### config.mk
export PLATFORM = sky130hd
export DESIGN_NAME = fetch_pc_unit_flat
export DESIGN_NICKNAME = d
export VERILOG_FILES = /design/src/rtl/fetch_pc_unit_pkg.sv /design/src/rtl/fetch_pc_unit_if.sv /design/src/rtl/fetch_next_pc.sv /design/src/rtl/fetch_pc_unit.sv /design/src/flat_wrapper.sv
export SDC_FILE = /design/constraint.sdc
export NUM_CORES = 1
export LEC_CHECK = 0
export ABC_AREA = 1
export CORE_ASPECT_RATIO = 1.25
export CORE_MARGIN = 5
export CORE_UTILIZATION = 26
export CTS_CLUSTER_DIAMETER = 30
export DETAILED_ROUTE_END_ITERATION = 7
export GPL_TIMING_DRIVEN = 1
export PLACE_DENSITY = 0.51
export REMOVE_ABC_BUFFERS = 1
export SLEW_MARGIN = 20
export SYNTH_ARGS = -nofsm -noshare
export SYNTH_HDL_FRONTEND = slang
export SYNTH_HIERARCHICAL = 1
export SYNTH_SLANG_ARGS = --single-unit
### constraint.sdc
create_clock -name clk -period 3.86 [get_ports clk]
set_input_delay 0.386 -clock clk [delete_from_list [all_inputs] [get_ports clk]]
set_output_delay 0.386 -clock clk [all_outputs]
set_load 0.02 [all_outputs]
### src/rtl/fetch_pc_unit_pkg.sv
// Shared fetch types: next-PC source select and fetch FSM state.
// FETCH_MISALIGN_TRAP_EN adds the FAULT state used for misaligned branch targets.
package fetch_pc_unit_pkg;

    typedef enum logic {
        PC_INPUT_PC_PLUS_4 = 1'b0,
        PC_INPUT_ALU       = 1'b1
    } pc_input_sel_t;

    typedef enum logic [1:0] {
        ST_REQ   = 2'd0,
        ST_WAIT  = 2'd1,
`ifdef FETCH_MISALIGN_TRAP_EN
        ST_HOLD  = 2'd2,
        ST_FAULT = 2'd3
`else
        ST_HOLD  = 2'd2
`endif
    } fetch_state_t;

    localparam logic [31:0] PC_STEP = 32'd4;

endpackage

### src/rtl/fetch_pc_unit_if.sv
// Fetch bus: instruction-memory request/response plus the decode-side handshake.
// master = fetch unit, slave = memory/decode environment.
interface fetch_pc_unit_if;
    import fetch_pc_unit_pkg::*;

    logic          imem_req_valid;
    logic [31:0]   imem_req_addr;
    logic          imem_req_ready;
    logic          imem_rsp_valid;
    logic [31:0]   imem_rsp_data;
    logic          instr_valid;
    logic [31:0]   instr;
    logic [31:0]   instr_pc;
    logic          instr_ready;
    pc_input_sel_t pc_input_sel;
    logic [31:0]   alu_result;

    modport master (
        output imem_req_valid, imem_req_addr,
        input  imem_req_ready, imem_rsp_valid, imem_rsp_data,
        output instr_valid, instr, instr_pc,
        input  instr_ready, pc_input_sel, alu_result
    );

    modport slave (
        input  imem_req_valid, imem_req_addr,
        output imem_req_ready, imem_rsp_valid, imem_rsp_data,
        input  instr_valid, instr, instr_pc,
        output instr_ready, pc_input_sel, alu_result
    );

endinterface

### src/rtl/fetch_next_pc.sv
// Combinational next-PC selection and alignment; shared with any future prefetcher.
// With FETCH_MISALIGN_TRAP_EN a bit-1 target is flagged instead of being masked.
module fetch_next_pc
    import fetch_pc_unit_pkg::*;
(
    input  logic [31:0]   pc_i,
    input  pc_input_sel_t sel_i,
    input  logic [31:0]   alu_result_i,
`ifdef FETCH_MISALIGN_TRAP_EN
    output logic          misaligned_o,
`endif
    output logic [31:0]   next_pc_o
);

    logic [31:0] raw_next;

    // Jump targets always drop bit 0; pc+4 wraps naturally in 32 bits.
    assign raw_next = (sel_i == PC_INPUT_ALU) ? (alu_result_i & 32'hFFFF_FFFE)
                                              : (pc_i + PC_STEP);

`ifdef FETCH_MISALIGN_TRAP_EN
    assign next_pc_o    = raw_next;
    assign misaligned_o = raw_next[1];
`else
    assign next_pc_o    = raw_next & 32'hFFFF_FFFC;
`endif

endmodule

### src/rtl/fetch_pc_unit.sv
// Program counter and single-outstanding instruction fetch with decode handshake.
// Optional FETCH_MISALIGN_TRAP_EN: misaligned targets park the unit in FAULT until reset.
module fetch_pc_unit
    import fetch_pc_unit_pkg::*;
#(
    parameter logic [31:0] RESET_VECTOR = 32'h0000_0000
) (
    input  logic             clk,
    input  logic             reset,
`ifdef FETCH_MISALIGN_TRAP_EN
    output logic             misalign_fault,
`endif
    fetch_pc_unit_if.master  bus
);

    fetch_state_t state_q, state_d;
    logic [31:0]  pc_q, pc_d;
    logic [31:0]  instr_q, instr_d;
    logic [31:0]  instr_pc_q, instr_pc_d;
    logic [31:0]  next_pc;
`ifdef FETCH_MISALIGN_TRAP_EN
    logic         next_misaligned;
`endif

    fetch_next_pc u_next_pc (
        .pc_i         (pc_q),
        .sel_i        (bus.pc_input_sel),
        .alu_result_i (bus.alu_result),
`ifdef FETCH_MISALIGN_TRAP_EN
        .misaligned_o (next_misaligned),
`endif
        .next_pc_o    (next_pc)
    );

    always_ff @(posedge clk or posedge reset) begin
        if (reset) begin
            state_q    <= ST_REQ;
            pc_q       <= RESET_VECTOR;
            instr_q    <= '0;
            instr_pc_q <= '0;
        end else begin
            state_q    <= state_d;
            pc_q       <= pc_d;
            instr_q    <= instr_d;
            instr_pc_q <= instr_pc_d;
        end
    end

    // Responses are only taken in WAIT, so one arriving alongside request
    // acceptance (still in REQ) or after a reset abort is dropped.
    always_comb begin
        state_d    = state_q;
        pc_d       = pc_q;
        instr_d    = instr_q;
        instr_pc_d = instr_pc_q;
        case (state_q)
            ST_REQ: begin
                if (bus.imem_req_ready) state_d = ST_WAIT;
            end
            ST_WAIT: begin
                if (bus.imem_rsp_valid) begin
                    instr_d    = bus.imem_rsp_data;
                    instr_pc_d = pc_q;
                    state_d    = ST_HOLD;
                end
            end
            ST_HOLD: begin
                if (bus.instr_ready) begin
                    pc_d    = next_pc;
`ifdef FETCH_MISALIGN_TRAP_EN
                    state_d = next_misaligned ? ST_FAULT : ST_REQ;
`else
                    state_d = ST_REQ;
`endif
                end
            end
`ifdef FETCH_MISALIGN_TRAP_EN
            ST_FAULT: state_d = ST_FAULT;
`endif
            default: state_d = ST_REQ;
        endcase
    end

    assign bus.imem_req_valid = (state_q == ST_REQ);
    assign bus.imem_req_addr  = pc_q;
    assign bus.instr_valid    = (state_q == ST_HOLD);
    assign bus.instr          = instr_q;
    assign bus.instr_pc       = instr_pc_q;
`ifdef FETCH_MISALIGN_TRAP_EN
    assign misalign_fault     = (state_q == ST_FAULT);
`endif

endmodule

### src/flat_wrapper.sv
// flat-port wrapper written by rule: the top's interface ports become plain ports
module fetch_pc_unit_flat import fetch_pc_unit_pkg::*;
#(
    parameter logic [31:0] RESET_VECTOR = 32'h0000_0000
)
  (clk, reset, bus_imem_req_valid, bus_imem_req_addr, bus_imem_req_ready, bus_imem_rsp_valid, bus_imem_rsp_data, bus_instr_valid, bus_instr, bus_instr_pc, bus_instr_ready, bus_pc_input_sel, bus_alu_result);
  fetch_pc_unit_if bus_i ();
  input  logic clk;
  input  logic reset;
  output wire logic [$bits(bus_i.imem_req_valid)-1:0] bus_imem_req_valid;
  output wire logic [$bits(bus_i.imem_req_addr)-1:0] bus_imem_req_addr;
  input wire logic [$bits(bus_i.imem_req_ready)-1:0] bus_imem_req_ready;
  input wire logic [$bits(bus_i.imem_rsp_valid)-1:0] bus_imem_rsp_valid;
  input wire logic [$bits(bus_i.imem_rsp_data)-1:0] bus_imem_rsp_data;
  output wire logic [$bits(bus_i.instr_valid)-1:0] bus_instr_valid;
  output wire logic [$bits(bus_i.instr)-1:0] bus_instr;
  output wire logic [$bits(bus_i.instr_pc)-1:0] bus_instr_pc;
  input wire logic [$bits(bus_i.instr_ready)-1:0] bus_instr_ready;
  input wire logic [$bits(bus_i.pc_input_sel)-1:0] bus_pc_input_sel;
  input wire logic [$bits(bus_i.alu_result)-1:0] bus_alu_result;
  assign bus_imem_req_valid = bus_i.imem_req_valid;
  assign bus_imem_req_addr = bus_i.imem_req_addr;
  assign bus_i.imem_req_ready = bus_imem_req_ready;
  assign bus_i.imem_rsp_valid = bus_imem_rsp_valid;
  assign bus_i.imem_rsp_data = bus_imem_rsp_data;
  assign bus_instr_valid = bus_i.instr_valid;
  assign bus_instr = bus_i.instr;
  assign bus_instr_pc = bus_i.instr_pc;
  assign bus_i.instr_ready = bus_instr_ready;
  assign bus_i.pc_input_sel = bus_pc_input_sel;
  assign bus_i.alu_result = bus_alu_result;
  fetch_pc_unit #(.RESET_VECTOR(RESET_VECTOR)) u_core (.clk(clk), .reset(reset), .bus(bus_i));
endmodule
# Word-level counts from Yosys, hierarchy flattened

Index checks and enable logic that the tools add are counted.
Widths: inputs -> output; s select.

Register bits after elaboration: 94
Bits in latches: 0
Bits in writable memories: 0
Bits in read-only memories: 0
Input port bits: 70
Output and inout bits: 98
Word-level logic and storage cells: 19
Memories kept: 0

$add $sub $neg: 1
Multiply operators: 0
Divide/modulo/power cells: 0
Order comparisons: 0
Equal/unequal tests: 5
Shift operators: 0
Muxes and demuxes: 5
Bitwise gates (word level): 0
Reduce and logical (&&, ||, !) cells: 4

Operator list:

| operator              | number |
|---|---|
| $add 32x3->32 const B | 1 |
| $mux 32               | 1 |
| $mux 2                | 3 |
| $pmux 2 s3            | 1 |
| $ne 2x1->1 const B    | 2 |
| $reduce_and 2->1      | 2 |
| $reduce_and 3->1      | 1 |
| $eq 2x1->1 const B    | 1 |
| $eq 2x2->1 const B    | 1 |
| $logic_not 2->1       | 1 |
| $ne 2x2->1 const B    | 1 |

# Depth between registers and ports, before layout

Gate-level depths: netlist of the first run.

Depth in word-level cells: 3
Mapped depth: 11
Mapped depth without buffers: 11

# Modules after synthesis

The synthesis of the first run kept the hierarchy.

Modules (own cells, without submodules):

| module        | instances | cells each | area each (µm²) | sequential area each (µm²) |
|---|---|---|---|---|
| fetch_pc_unit | 1         | 441        | 4061.4          | 2452.4 |
| fetch_next_pc | 1         | 272        | 1308.8          | 0.0 |

# Worst setup path before layout of the first run

Ideal clock, no wire load.

Path kind: register to register
From: register u_core.pc_q[2] (netlist: u_core/bus.imem_req_addr[2])
To: register u_core.pc_q[26] (netlist: u_core/bus.imem_req_addr[26])
Library setup time: 0.118 ns
Data arrival time: 1.545 ns
Required time: 3.742 ns
Setup slack: 2.198 ns
Stages on the path, launching flop included: 11
Path buffers: 0
Clock period less this slack: 1.662 ns
Cell sequence: dfrtp_1 > ha_1 > nand2_2 > nor2_8 > nand2_8 > nor2_8 > nand3_1 > nand3_1 > nand2_1 > nand4_1 > nand2_1

Longest elaborated chain between the ends: 2

Ends and longest elaborated chain:

| item                   | RTL line            | text |
|---|---|---|
| from (decl)            | fetch_pc_unit.sv:17 | `logic [31:0] pc_q, pc_d;` |
| from (signal assigned) | fetch_pc_unit.sv:43 | `pc_q <= pc_d;` |
| $add 32x3->32          | fetch_next_pc.sv:19 | `: (pc_i + PC_STEP);` |
| $mux 32                | fetch_next_pc.sv:18 | `assign raw_next = (sel_i == PC_INPUT_ALU) ? (alu_result_i & 32'hFFFF_FFFE)` |
| via u_core.next_pc[26] | fetch_pc_unit.sv:20 | `logic [31:0] next_pc;` |

The timed path passes the listed nets, and every way through them passes these cells.
A chain may end at the register's enable or synchronous reset.

# Worst setup path in the final report of the first run

From: register u_core.state_q[0]
To: output port bus_instr_valid

Longest elaborated chain between the ends: 1

Ends and longest elaborated chain:

| item                   | RTL line            | text |
|---|---|---|
| from (decl)            | fetch_pc_unit.sv:16 | `fetch_state_t state_q, state_d;` |
| from (signal assigned) | fetch_pc_unit.sv:42 | `state_q <= state_d;` |
| $eq 2x2->1             | fetch_pc_unit.sv:86 | `assign bus.instr_valid = (state_q == ST_HOLD);` |
| to (decl)              | flat_wrapper.sv:15  | `output wire logic [$bits(bus_i.instr_valid)-1:0] bus_instr_valid;` |

Every way passes these cells.

==> metrics, run 1 <==
status=completed; layout cells sized above 1=6.79%; Initial Util=between 20% and 30%; Layout Skew=7.11 ps; Global Route Usage Sum=roughly 15%; area of the multi-input gates=2540 µm²; DR DRC count=0; Overflow after GRT=0; Worst Hold End=u_core/bus.instr[26]; Max transition margin=42.5%; Cell Count, Final, Fillers Out=1,124; #FFs+latches synth=roughly 100; placed cell count=1,108; clk_lat worst skew=350 ps; synth unique cells=27; Highest Clock Rate=368 MHz; initial antenna violation count=0; layout overhead on the synthesized area=39.3%; Top Ports=168; Hold Buf Count CTS=0; worst hold path type=reg -> reg; grt met3 use=between 2 and 3%; largest net degree at the start of global routing=66; Rows=58; R2R depth=4; CTS sink count=98; Via density=4.62; worst path cell trace=inv_2 > nand2_1 > inv_1 > clkdlybuf4s50_1; Max-Cap Viols=0; GP Congestion=~0.84; reg-to-reg endpoint=u_core/bus.instr_pc[26]; setup ws final=1140 ps; DRT antenna net count=0; sequential fraction of the synthesis area=45.7%; Leakage=3.58 nW; CTS max path bufs=2; Pre-antenna DRT Iters=5; IR drop worst, VDD=just under 300 µV; PD cells=754 nW/µm²; FF-to-FF Start=u_core/state_q[0]; hold depth=2; GR met2 Demand/Resource=about a quarter; syn_area_per_cell=7.53 µm²; CTS tree=yes; Least-Margin Pin Slew=863 ps; Die ar.=around 24,000 µm²; wire per inst=16.3 µm; worst reg-to-reg setup slack=1320 ps; minimum clock period=2720 ps; vias in the first global route=5,079; global-route wire length before repair=29,000 µm; count of pins over their slew limit=0; final setup vio count=0; Mapped Cells=713; hold path start=u_core/bus.instr[26]; GR peak layer=met2; Final #Nets=920; TritonCTS Buffers=9; Buffers on Ports=165; 1st-iter DRT viols=around 330; CP Capture Type=output port; chip width=139 µm; Worst EP required=3470 ps; diode count=0; period utilisation layout=between 70% and 80%; postcts setup bufs=0; Detail Placement HPWL=12,000 µm; Root Driver=clkbuf_16; highest-delay cell along the critical path=clkdlybuf4s50_1; register area=2450 µm²; CTS resizes=0; H-Tree Depth=3; core area=20,200 µm²; Worst path max stage delay=~610 ps; post-synthesis cell area=5370 µm²; Crit Path Max Fanout=34; fill count=around 2,100; Hold Vio Cnt, Final=0; pre-CTS WS=approximately 1300 ps; unrepaired setup endpoints after global routing=no; routed vias=just over 5,000; DRT Wirelength=18,400 µm; clk slew on worst S/H paths=about 70 ps; setup tns final=0 ps; Yosys Warn Count=6; Worst setup SP type=register; Crit Path Class=reg -> out; Die Span Y=~170 µm; WP data arrival=2330 ps; GR Layer Usage met1=approximately 20%
==> layout make-up <==
cell class | instances | share of cell area [%]
Timing Repair Buffer | 174 | 22.9
Clock buffer | 10 | 3.06
Clock inverter | 6 | 1.20
Tap cell | 270 | 4.52
Multi-Input combinational cell | 537 | 34.0
Inverter | 29 | 1.49
Sequential cell | 98 | 32.8
==> cells by family (layout without fill, tap and decap cells) <==
family,after synthesis,in the layout,synth area share (%)
compound gates,16,16,1.51
other cells,1,2,0.0698
buf+inv,79,219,7.25
flops,98,98,45.7
simple gates,515,515,44.8
xor+xnor,3,3,0.489
fa+ha+maj,1,1,0.233
==> placed cells by master, fill, tap and decap left out, drive strengths merged <==
cell,n
clkdlybuf4s50,164
inv,30
nand3,32
conb,2
ha,1
nand2,330
o21ai,10
nand4,96
buf,10
clkbuf,10
clkinv,2
dfrtp,98
bufinv,2
a31oi,1
a21oi,5
and2,3
clkinvlp,1
or2,3
xor2,3
nor2,51
==> worst max path at each step <==
stage	endpoint	startpoint	cells past startpoint
5_1_grt	bus_instr_valid	u_core/state_q[0]	4
3_3_place_gp	u_core/bus.instr[19]	u_core/state_q[0]	4
6_report	bus_instr_valid	u_core/state_q[0]	4
2_1_floorplan	u_core/bus.instr[0]	u_core/state_q[0]	3
3_5_place_dp	u_core/bus.instr_pc[13]	u_core/state_q[0]	4
4_1_cts	bus_instr_valid	u_core/state_q[0]	4
==> synthesized netlist by cell type <==
cell / instances / share of area (%)
or2_0: 1 / 0.12
inv_2: 5 / 0.35
a31oi_1: 1 / 0.12
ha_1: 1 / 0.23
o21ai_1: 4 / 0.37
conb_1: 1 / 0.070
nand2_1: 321 / 22
dfrtp_1: 98 / 46
or2_1: 2 / 0.23
nor2_4: 6 / 1.3
buf_6: 5 / 1.0
nor2_1: 35 / 2.4
and2_1: 3 / 0.35
o21ai_0: 6 / 0.56
nor2_2: 6 / 0.70
nand2_2: 5 / 0.58
nand2_4: 3 / 0.63
nor2_8: 4 / 1.5
nand4_1: 96 / 11
buf_4: 7 / 0.98
xor2_1: 3 / 0.49
nand2_8: 1 / 0.37
nand3_1: 32 / 3.0
clkbuf_1: 15 / 1.0
a21oi_1: 5 / 0.47
inv_1: 24 / 1.7
buf_2: 23 / 2.1
==> per-layer routing <==
metal  vias up  wire length, µm
met5         -                0
met4         0              238
met3        14              940
met2       133             8930
met1      2445             8260
li1       2599                -
==> state kept, by name, indices dropped and copies added (netlist names) <==
register / cells
u_core/state_q: 2
u_core/bus.imem_req_addr: 32
u_core/bus.instr: 32
u_core/bus.instr_pc: 32
==> metrics by stage <==
step,utilization [%],power (mW),hold slack [ps],area (µm²)
global placement,35.4,4.68,452,7160
detailed placement,35.4,4.71,458,7160
global route,36.9,6.03,492,7480
CTS,36.9,5.73,475,7480
finish,36.9,5.64,469,7480
floorplan,-,3.24,480,5090
==> worst max-delay path, delay by kind of cell, from the launching register on <==
kind / cells / cell delay [ps]
simple gates: 1 / 150
buf+inv: 3 / 1230
flops: 1 / 580
==> report_power, final <==
part | internal (mW) | switching, mW | total [mW]
combinational | 1.11 | 1.57 | 2.69
sequential | 1.46 | 0.501 | 1.96
clock | 0.572 | 0.425 | 0.997
No activity file was read; power rests on OpenSTA's default activity.
==> inputs of run 2 (changes only) <==
==> constraint.sdc (replaced) <==
create_clock -name clk -period 2.6 [get_ports clk]
set_input_delay 0.26 -clock clk [delete_from_list [all_inputs] [get_ports clk]]
set_output_delay 0.26 -clock clk [all_outputs]
set_load 0.02 [all_outputs]
==> metrics, run 2 (synthesized netlist as in run 1, its figures left out) <==
DRT Wirelength=18,300 µm (was 18,400 µm); count of pins over their slew limit=0 (unchanged); Detail Placement HPWL=12,000 µm (about the same); commonest non-fill, non-tap cell in the layout=nand2_1 (unchanged); CTS tree=yes (unchanged); Top Ports=168 (unchanged); Cell Count, Final, Fillers Out=1,128 (was 1,124); Crit Path Class=reg -> out (unchanged); wire per inst=16.2 µm (was 16.3 µm); hold slack final=323 ps (was 469 ps); initial antenna violation count=0 (unchanged); layout overhead on the synthesized area=39.8% (was 39.3%); vias in the first global route=5,234 (was 5,079); chip width=139 µm (unchanged); global-route wire length before repair=29,600 µm (was 29,000 µm); Pre-antenna DRT Iters=4 (was 5); highest-count cells in the layout ignoring fill and taps=nand2_1 (321), clkdlybuf4s50_1 (164), dfrtp_1 (97) (unchanged); largest net degree at the start of global routing=66 (unchanged); grt met3 use=2.32% (was 2.82%); period utilisation layout=73.4%; Die ar.=23,600 µm² (unchanged); TritonCTS Buffers=9 (unchanged); minimum clock period=1910 ps; Hold Buf Count CTS=0 (unchanged); Leakage=3.60 nW (was 3.58 nW); unrepaired setup endpoints after global routing=no (unchanged); worst path cell trace=inv_2 > nand2_1 > inv_1 > clkdlybuf4s50_1 (unchanged); WP data arrival=1650 ps (was 2330 ps); clk slew on worst S/H paths=70 ps (about the same); Layout Skew=6.62 ps (was 7.11 ps); Least-Margin Pin Slew=834 ps (was 863 ps); Root Driver=clkbuf_16 (unchanged); fill count=2,139 (was 2,117); Final #Nets=924 (was 920); GR peak layer=met2 (unchanged); Global Route Usage Sum=15.5% (was 15.3%); PD cells=1110 nW/µm² (was 754 nW/µm²); final setup vio count=0 (unchanged); layout cells sized above 1=7.23% (was 6.79%); area of the multi-input gates=2540 µm² (unchanged); Buffers on Ports=165 (unchanged); Die Span Y=171 µm (unchanged); diode count=0 (unchanged); Highest Clock Rate=524 MHz; CTS resizes=0 (unchanged); placed cell count=1,112 (was 1,108); H-Tree Depth=3 (unchanged); GR met2 Demand/Resource=27.3% (was 26.3%); Worst EP required=2340 ps (was 3470 ps); Max-Cap Viols=0 (unchanged); core area=20,200 µm² (unchanged); Area after DPL=7200 µm² (was 7160 µm²); Hold Vio Cnt, Final=0 (unchanged); Overflow after GRT=0 (unchanged); GP Congestion=0.832 (was 0.842); highest-delay cell along the critical path=clkdlybuf4s50_1 (unchanged); Crit Path Max Fanout=8 (was 34); register area=2450 µm² (unchanged); DRT antenna net count=0 (unchanged); cell area after layout=7510 µm² (was 7480 µm²); worst hold path type=in -> async (was reg -> reg); status=completed (unchanged); Rows=58 (unchanged); CTS max path bufs=2 (unchanged); Initial Util=26.5% (unchanged); CP Capture Type=output port (unchanged); IR drop worst, VDD=493 µV (was 290 µV); setup tns final=0 ps (unchanged); DR DRC count=0 (unchanged); Worst setup SP type=register (unchanged); Max transition margin=44.4% (was 42.5%); total design power=8.31 mW (was 5.64 mW); 1st-iter DRT viols=294 (was 326); clk_lat worst skew=350 ps (about the same); Worst path max stage delay=610 ps (about the same); routed vias=5,213 (was 5,191); postcts setup bufs=0 (unchanged); Via density=4.62 (about the same); GR Layer Usage met1=19.6% (was 19.7%); CTS sink count=98 (unchanged)
-- run 2: changes by cell type in the layout (fill, tap and decap cells not counted), sizes merged --
cell,delta
clkbuf,+1
inv,+1
buf,+4
clkinv,-1
bufinv,-1
-- run 2: area by class of cell --
type	count	share of cell area [%]
inverters	29	1.48
flip-flops and latches	98	32.7
multi-input cells	537	33.9
repair buffers	178	23.4
clock buffers	11	3.23
well taps	270	4.50
clock inverters	5	0.800
-- run 2: report_power, final --
group	internal [mW]	switching (mW)	leakage, nW	total [mW]
registers	2.16	0.669	1.25	2.83
clock network	0.780	0.645	0.147	1.43
logic	1.67	2.39	2.20	4.06
total	4.61	3.70	3.60	8.31
-- run 2: metal layers --
layer | share of wire (%) | up-vias
met3 | 4.1 | 10
li1 | - | 2610
met4 | 1.2 | 0
met1 | 45 | 2473
met2 | 49 | 120
met5 | 0 | -
-- run 2: worst paths after layout --
path	from	to	slack, ps	depth (start not counted)
min	reset	u_core/bus.instr[9]	320	2
min in group clk	bus_imem_req_ready	u_core/state_q[0]	450	3
max	u_core/state_q[0]	bus_instr_valid	690	4
max reg2reg	u_core/bus.imem_req_addr[2]	u_core/bus.imem_req_addr[22]	840	11
min reg2reg	u_core/bus.instr_pc[12]	u_core/bus.instr_pc[12]	470	2
max in group asynchronous	reset	u_core/bus.imem_req_addr[17]	1590	3
-- run 2: through the flow --
stage / setup slack [ps] / utilization, %
2_1_floorplan: -658 / -
3_3_place_gp: 835 / 35.6
3_5_place_dp: 835 / 35.6
4_1_cts: 660 / 37.1
5_1_grt: 629 / 37.1
6_report: 692 / 37.1
-- run 2: critical path: cells and delay by family (launching register included) --
family                 cells  cell delay, ps
buffers and inverters      3             750
and+or+nand+nor            1              60
DFF                        1             490
